**src/rtl/msrv32_decode_stage.sv**
```systemverilog
// RV32I(+M) decode stage: decodes on accept, queues control bundles in a small FIFO,
// and holds a FENCE at the head until the downstream memory pipe is idle.
module msrv32_decode_stage #(
  parameter int DEPTH   = 2,
  parameter bit EN_MEXT = 1'b1
) (
  input  logic        clk_in,
  input  logic        rst_n_in,
  input  logic        flush_in,
  input  logic [31:0] instr_in,
  input  logic [31:0] pc_in,
  input  logic        valid_in,
  output logic        ready_out,
  output logic        valid_out,
  input  logic        ready_in,
  input  logic        pipe_idle_in,
  input  logic        trap_taken_in,
  input  logic [1:0]  iadder_out_1_to_0_in,
  output logic [31:0] instr_out,
  output logic [31:0] pc_out,
  output logic [2:0]  wb_mux_sel_out,
  output logic [2:0]  imm_type_out,
  output logic [2:0]  csr_op_out,
  output logic [3:0]  alu_opcode_out,
  output logic [1:0]  load_size_out,
  output logic [2:0]  muldiv_op_out,
  output logic        alu_src_out,
  output logic        iadder_src_out,
  output logic        load_unsigned_out,
  output logic        rf_wr_en_out,
  output logic        csr_wr_en_out,
  output logic        muldiv_en_out,
  output logic        illegal_instr_out,
  output logic        misaligned_load_out,
  output logic        misaligned_store_out,
  output logic        mem_wr_req_out
);
  localparam int AW = $clog2(DEPTH);
  localparam logic [AW:0] FULL = (AW+1)'(DEPTH);

  typedef struct packed {
    logic [31:0] instr;
    logic [31:0] pc;
    logic [2:0]  wb_mux_sel, imm_type, csr_op;
    logic [3:0]  alu_opcode;
    logic [1:0]  load_size;
    logic [2:0]  muldiv_op;
    logic        alu_src, iadder_src, load_unsigned, rf_wr_en, csr_wr_en, muldiv_en;
    logic        illegal, is_load, is_store, is_fence;
  } bundle_t;

  typedef enum logic [1:0] {RUN, FENCE_WAIT, FENCE_GO} state_t;

  logic [4:0] opc;
  logic [2:0] f3;
  logic [6:0] f7;
  logic is_op, is_op_imm, is_load, is_store, is_branch, is_jal, is_jalr;
  logic is_lui, is_auipc, is_misc, is_system, is_csr, known, bad_funct, illegal;
  bundle_t dec, head;

  assign opc       = instr_in[6:2];
  assign f3        = instr_in[14:12];
  assign f7        = instr_in[31:25];
  assign is_op     = opc == 5'b01100;
  assign is_op_imm = opc == 5'b00100;
  assign is_load   = opc == 5'b00000;
  assign is_store  = opc == 5'b01000;
  assign is_branch = opc == 5'b11000;
  assign is_jal    = opc == 5'b11011;
  assign is_jalr   = opc == 5'b11001;
  assign is_lui    = opc == 5'b01101;
  assign is_auipc  = opc == 5'b00101;
  assign is_misc   = opc == 5'b00011;
  assign is_system = opc == 5'b11100;
  assign is_csr    = is_system & (f3 != 3'b000);
  assign known     = |{is_op, is_op_imm, is_load, is_store, is_branch, is_jal, is_jalr,
                       is_lui, is_auipc, is_misc, is_system};

  // Reserved funct3/funct7 combinations within otherwise known opcodes.
  always_comb begin
    bad_funct = 1'b0;
    if (is_op)
      bad_funct = !((f7 == 7'h00) || (f7 == 7'h20 && (f3 == 3'b000 || f3 == 3'b101)) ||
                    (EN_MEXT && f7 == 7'h01));
    if (is_op_imm && f3 == 3'b001) bad_funct = f7 != 7'h00;
    if (is_op_imm && f3 == 3'b101) bad_funct = (f7 != 7'h00) && (f7 != 7'h20);
    if (is_branch) bad_funct = f3[2:1] == 2'b01;
    if (is_load)   bad_funct = (f3 == 3'b011) || (f3[2:1] == 2'b11);
    if (is_store)  bad_funct = f3 > 3'b010;
    if (is_jalr)   bad_funct = f3 != 3'b000;
  end

  assign illegal = (instr_in[1:0] != 2'b11) | ~known | bad_funct;

  always_comb begin
    dec               = '0;
    dec.instr         = instr_in;
    dec.pc            = pc_in;
    dec.wb_mux_sel    = {is_csr | is_jal | is_jalr, is_lui | is_auipc,
                         is_load | is_auipc | is_jal | is_jalr};
    dec.imm_type      = {is_lui | is_auipc | is_jal | is_csr, is_store | is_branch | is_csr,
                         is_op_imm | is_load | is_jalr | is_branch | is_jal};
    dec.alu_opcode    = {f7[5] & ~(is_op_imm & (f3 != 3'b101)), f3};
    dec.alu_src       = instr_in[5];
    dec.iadder_src    = is_load | is_store | is_jalr;
    dec.load_size     = f3[1:0];
    dec.load_unsigned = f3[2];
    dec.csr_op        = f3;
    dec.muldiv_op     = f3;
    dec.rf_wr_en      = ~illegal & (is_lui | is_auipc | is_jal | is_jalr | is_op | is_op_imm |
                                    is_load | is_csr);
    dec.csr_wr_en     = ~illegal & is_csr;
    dec.muldiv_en     = ~illegal & is_op & (f7 == 7'h01);
    dec.illegal       = illegal;
    dec.is_load       = is_load;
    dec.is_store      = is_store;
    dec.is_fence      = is_misc;
  end

  bundle_t        mem [DEPTH];
  logic [AW-1:0]  wr_ptr, rd_ptr;
  logic [AW:0]    count;
  logic           head_vld, push, pop;
  state_t         state, state_nxt;

  assign head_vld  = count != '0;
  assign ready_out = count < FULL;
  assign push      = valid_in & ready_out & ~flush_in;
  assign pop       = valid_out & ready_in & ~flush_in;
  assign head      = head_vld ? mem[rd_ptr] : '0;

  always_ff @(posedge clk_in)
    if (push) mem[wr_ptr] <= dec;

  always_ff @(posedge clk_in or negedge rst_n_in) begin
    if (!rst_n_in) begin
      wr_ptr <= '0;
      rd_ptr <= '0;
      count  <= '0;
      state  <= RUN;
    end else if (flush_in) begin
      wr_ptr <= '0;
      rd_ptr <= '0;
      count  <= '0;
      state  <= RUN;
    end else begin
      if (push) wr_ptr <= wr_ptr + 1'b1;
      if (pop)  rd_ptr <= rd_ptr + 1'b1;
      if (push && !pop)      count <= count + 1'b1;
      else if (pop && !push) count <= count - 1'b1;
      state <= state_nxt;
    end
  end

  // A FENCE at the head is withheld until downstream memory traffic has drained.
  always_comb begin
    state_nxt = state;
    valid_out = 1'b0;
    case (state)
      RUN:
        if (head_vld && head.is_fence) state_nxt = FENCE_WAIT;
        else valid_out = head_vld;
      FENCE_WAIT:
        if (pipe_idle_in) state_nxt = FENCE_GO;
      FENCE_GO: begin
        valid_out = head_vld;
        if (pop) state_nxt = RUN;
      end
      default: state_nxt = RUN;
    endcase
  end

  logic [2:0] hf3;
  logic       mis;
  assign hf3 = head.instr[14:12];
  assign mis = hf3[1] ? (|iadder_out_1_to_0_in) : (hf3[0] & iadder_out_1_to_0_in[0]);

  assign instr_out            = head.instr;
  assign pc_out               = head.pc;
  assign wb_mux_sel_out       = head.wb_mux_sel;
  assign imm_type_out         = head.imm_type;
  assign csr_op_out           = head.csr_op;
  assign alu_opcode_out       = head.alu_opcode;
  assign load_size_out        = head.load_size;
  assign muldiv_op_out        = head.muldiv_op;
  assign alu_src_out          = head.alu_src;
  assign iadder_src_out       = head.iadder_src;
  assign load_unsigned_out    = head.load_unsigned;
  assign rf_wr_en_out         = head.rf_wr_en;
  assign csr_wr_en_out        = head.csr_wr_en;
  assign muldiv_en_out        = head.muldiv_en;
  assign illegal_instr_out    = head.illegal;
  assign misaligned_load_out  = valid_out & head.is_load & mis;
  assign misaligned_store_out = valid_out & head.is_store & mis;
  assign mem_wr_req_out       = valid_out & head.is_store & ~mis & ~trap_taken_in & ~head.illegal;
endmodule
```
**config.mk**
```make
export PLATFORM = sky130hd
export DESIGN_NAME = msrv32_decode_stage
export DESIGN_NICKNAME = d
export VERILOG_FILES = /design/src/rtl/msrv32_decode_stage.sv
export SDC_FILE = /design/constraint.sdc
export NUM_CORES = 1
export LEC_CHECK = 0
export CORE_MARGIN = 2
export CORE_UTILIZATION = 49
export CTS_CLUSTER_DIAMETER = 100
export DETAILED_ROUTE_END_ITERATION = 10
export GPL_TIMING_DRIVEN = 1
export MAX_ROUTING_LAYER = met4
export PLACE_DENSITY = 0.79
export SETUP_SLACK_MARGIN = 0.3
export SYNTH_ARGS = -nofsm -noshare
export SYNTH_HDL_FRONTEND = slang
export SYNTH_SLANG_ARGS = --single-unit
```
**constraint.sdc**
```tcl
create_clock -name clk_in -period 8.9 [get_ports clk_in]
set_clock_uncertainty 0.05 [all_clocks]
set_input_delay 0.89 -clock clk_in [delete_from_list [all_inputs] [get_ports clk_in]]
set_output_delay 0.89 -clock clk_in [all_outputs]
set_load 0.02 [all_outputs]
```
Word level (Yosys, flattened, before mapping)
Memory sizes are Yosys's and may differ from the RTL's.
Cells that the tools add are included.
- mux-type cells: 25
- equal/unequal tests: 25
- reductions and logical operators: 27
- magnitude comparators: 2
- $add $sub $neg: 4
- bitwise logic cells: 49
- operators by type and width (cell ; count):
    $mux W92 ; 1
    $or A1 B1 Y1 ; 23
    $eq A5 B5 Y1 const B ; 4
    $and A1 B1 Y1 ; 19
    $eq A5 B4 Y1 const B ; 3
    $mux W1 ; 15
    $mux W2 ; 7
    $ne A3 B3 Y1 const B ; 4
    $reduce_or A11 Y1 ; 1
    $eq A5 B3 Y1 const B ; 2
    $eq A7 B1 Y1 const B ; 1
    $eq A7 B6 Y1 const B ; 1
    $logic_and A1 B1 Y1 ; 7
    $logic_not A7 Y1 ; 1
    $ne A7 B6 Y1 const B ; 1
    $not A1 Y1 ; 7
    $reduce_bool A7 Y1 ; 1
    $pmux W2 S3 ; 1
    $reduce_bool A2 Y1 ; 3
    $reduce_bool A3 Y1 ; 2
    $eq A5 B2 Y1 const B ; 1
    $logic_not A5 Y1 ; 1
    $eq A2 B1 Y1 const B ; 2
    $eq A2 B2 Y1 const B ; 2
    16 further kinds ; 22
- bits of input ports: 73
- bits in writable memories: 184
- memories kept: 1
- register bits: 6
- logic and storage cells: 137
- output and inout port bits: 94
- memory list (memory ; depth ; width ; read ports ; clocked after Yosys merged registers in ; write ports ; line ; source):
    mem ; 2 ; 92 ; 1 ; 0 ; 1 ; 120 ; bundle_t mem [DEPTH];

Longest topological paths before layout
- depth after elaboration: 17
- depth in mapped cells: 6
- depth with buffers taken out: 5

Worst setup path after synthesis
No wires, ideal clock.
- path kind: input to register
- from: input valid_in
- to: memory mem[0][0] (netlist name), enable pin
- library setup time: 0.630 ns
- cell stages on the path: 2
- path buffers: 0
- arrival: 6.939 ns
- data required time: 8.220 ns
- setup slack: 1.282 ns
- cells stage by stage: nor2b_1 nor3b_1
- word-level cells in the longest chain between the ends: 4
- RTL lines (element ; line ; source):
    start, declared ; 12 ; input logic valid_in,
    $and A1 B1 Y1 (2 in a row) ; 128 ; assign push = valid_in & ready_out & ~flush_in;
    $mux W1 ; 133 ; if (push) mem[wr_ptr] <= dec;
    $mux W1 (not written as such) ; 133 ;
    end, declared ; 120 ;
No other way between the ends.

Final worst setup path
- from: register rd_ptr
- to: output mem_wr_req_out
- word-level cells in the longest chain between the ends: 9
- RTL lines (element ; line ; source):
    start, declared ; 121 ; logic [AW-1:0] wr_ptr, rd_ptr;
    start signal, assigned ; 148 ; if (pop) rd_ptr <= rd_ptr + 1'b1;
    $mem_v2 Z2 W92 * ; - ;
    $mux W92 * ; 130 ; assign head = head_vld ? mem[rd_ptr] : '0;
    $logic_and A1 B1 Y1 ; 161 ; if (head_vld && head.is_fence) state_nxt = FENCE_WAIT;
    $mux W1 ; 161 ;
    $pmux W1 S2 ; 159 ; case (state)
    $and A1 B1 Y1 (3 in a row) ; 195 ; assign mem_wr_req_out = valid_out & head.is_store & ~mis & ~trap_taken_in & ~head.illegal;
    $and A1 B1 Y1 * ; 195 ;
    end, declared ; 36 ; output logic mem_wr_req_out
Mark *: on every way between the ends. The rest lies on a longest branch, timed or not.

==> flow_summary.yaml <==
yosys:
  ys.flop_type: "edfxtp_1"
  ys_warn_count: 0
  synth_area_sq_um: 6763
  avgSynthCellArea_sq_um: 15.03
  synth_top_area_share_pct: 70.16
  synth-seq-cells: 164
  synth_edf_count: 158
  synth_cell_type_count: 48
  ys_seq_area_share_pct: 72.38
  synth-async-reset-ratio_pct: 3.659
  synth_cells: 450
  syn-num-nets: 523
  yosys-top-cells-area: "edfxtp_1 70%, mux2i_1 11%, nor2_1 4.9%"
  synth.largest_area_cell: "edfxtp_1"
worst_setup_path:
  critical_path.top_delay_family: "buffers and inverters"
  cp_max_fo: 48
  path_cells: "buf_4, mux2_4, a211oi_4, nand2_2, nor4b_2, clkdlybuf4s50_1"
  cp_slowest_cell: "dfrtp_4"
  endpoint_kind: "primary output"
  cp_slowest_stage_delay_ns: 0.80
  start_kind: "register"
  required_ns: 7.96
  worstPathArrival_ns: 3.68
  crit_type: "register to primary output"
  path_buf_inv: 2
floorplanning:
  boundaryPins: 167
  core_area_sq_um: 13350
  start_util_pct: 50.67
  die_h_um: 121.5
  die_w_um: 121.5
  dieArea_sq_um: 14760
  row_count: 42
power:
  peakVddDrop_v: 0.0001776
  power_per_cell_area_nw_per_um2: 278.1
  leakage_uw: 0.002972
placement:
  dpl_cell_area_sq_um: 8494
  hpwl_um: 9015
  port_buffers: 166
  dpl.cell_count: 761
  place.gp.congestion: 0.8799
timing:
  worst_pin_slew_ns: 0.8599
  slew_headroom_pct: 42.67
  hold_slack_ns: 0.4379
  period_needed_ns: 4.622
  min_period_over_period_pct: 51.94
  rsz0062_at_grt: "no"
  finalSetupTns_ns: 0
  fmax_mhz: 216.3
  slew_violations: 0
  hold_viol_final: 0
  setup_viol: 0
routing:
  first_pass_iters: 5
  via_per_inst: 5.226
  vias: 4144
  drtIter0Drc: 314
  drt-total-wl_um: 13930
  wl_per_cell_um: 17.57
  ant_nets: 0
  drcViolationCount: 0
min_path:
  hp-class: "register to register"
global_routing:
  track_usage_pct: 20.07
  grt_pass1_wl_um: 21400
  antenna_found_initial: 0
  grt_max_degree: 79
  grt_overflow: 0
  grt_pass1_vias: 4171
final_layout:
  drive_gt1_share_pct: 7.455
  stdcell_count: 793
  utilization_pct: 68.01
  finalInstanceArea_sq_um: 9077
  area_delta_synth_final_pct: 34.23
  diodes: 0
  fin_nets: 677
  fillCellCount: 964
cts:
  cts_setup_buffers: 0
  clk_pin_slew_worst_paths_ns: 0.06
  root_buffer: "clkbuf_16"
  ctsResizeCount: 0
  cts_tree: "built"
  cts.sinks: 164
  numCtsBuffers: 17
  cts_hold_buf: 0
  clock_path_buffers: 2
  cts_htree_levels: 4
  insertion_delay_ns: 0.41
status:
  status: "finished, final reports clean"
run:
  max_cap_viol_count: 0
state kept, by name (all words and copies together) (netlist names):
signal and flops:
state 2, wr_ptr 1, mem 158, rd_ptr 1, count 2
Yosys cell counts, types with 4 or more instances:
cell      instances
a21oi_1           7
buf_2            11
buf_4            13
clkbuf_1         10
dfrtp_1           6
edfxtp_1        158
inv_1             6
mux2i_1          77
nand2_1           8
nand2b_1          4
nor2_1           89
nor2b_1           4
o21ai_0           4
placed cells by master, fill, tap and decap left out, drive strengths merged, types with 4 or more instances in the layout:
cell | Yosys | final
nand2b | 4 | 4
clkdlybuf4s50 | 0 | 166
clkbuf | 10 | 17
nor2 | 91 | 91
mux2i | 77 | 77
nor2b | 4 | 4
buf | 26 | 5
o21ai | 6 | 6
a21oi | 7 | 7
dfrtp | 6 | 6
inv | 6 | 9
edfxtp | 158 | 158
nand2 | 10 | 10
clkinv | 0 | 8
area by class of cell:
class	count	area (sq um)	area share [%]
timing repair buffer	171	1699	18.72
clock inverter	15	157.7	1.737
clock buffer	17	425.4	4.686
multi-input combinational	244	1654	18.22
tap	176	220.2	2.426
inverter	6	22.52	0.2481
sequential	164	4898	53.96
path summary, 6_finish.rpt:
| check | end | from | cells past startpoint | slack [ns] |
|---|---|---|---|---|
| setup / recovery | mem_wr_req_out | rd_ptr | 6 | 4.28 |
| hold / removal | state[0] | state[1] | 1 | 0.44 |
| setup reg to reg | count[0] | rd_ptr | 6 | 6.07 |
| hold reg to reg | state[0] | state[1] | 1 | 0.44 |
| max in group asynchronous | rd_ptr | rst_n_in | 1 | 7.87 |
| min in group asynchronous | state[1] | rst_n_in | 1 | 0.67 |
report_power, final:
| part | switching, uW | leakage (uW) | internal, uW | total, uW |
|---|---|---|---|---|
| sequential | 36.7 | 0.00153 | 915 | 952 |
| combinational | 480 | 0.00116 | 384 | 863 |
| clock | 294 | 0.000279 | 415 | 709 |
| total | 811 | 0.00297 | 1710 | 2520 |
metal layers:
metal	up-vias	wire length (um)	track usage (%)
met4	0	216	7.974
met3	15	853	4.652
met5	-	0	-
met1	2017	5722	23.38
met2	154	7141	33.88
li1	1958	-	-
cell families after synthesis:
group / Yosys count / synth area share [%]
DFF: 164 / 72.38
and+or+nand+nor: 130 / 8.677
muxes: 79 / 11.79
buffers and inverters: 42 / 3.367
AOI/OAI and AO/OA: 29 / 3.016
xor gates and xnor gates: 6 / 0.7772
worst reg2reg max path: stages (launching register included):
cell and delay, ns:
dfrtp_4 0.80, buf_4 0.75, mux2_4 0.40, a211oi_4 0.36, nand2_2 0.12, xnor2_1 0.17
nor2_1 0.05
metrics by stage:
step                worst slack, ns  total power (uW)
finish                        4.278              2525
global route                  4.065              2634
detailed placement            4.677              1841
CTS                           4.211              2551
global placement              4.710              1825
floorplan                     1.282              1467
No activity file was read; power rests on OpenSTA's default activity.
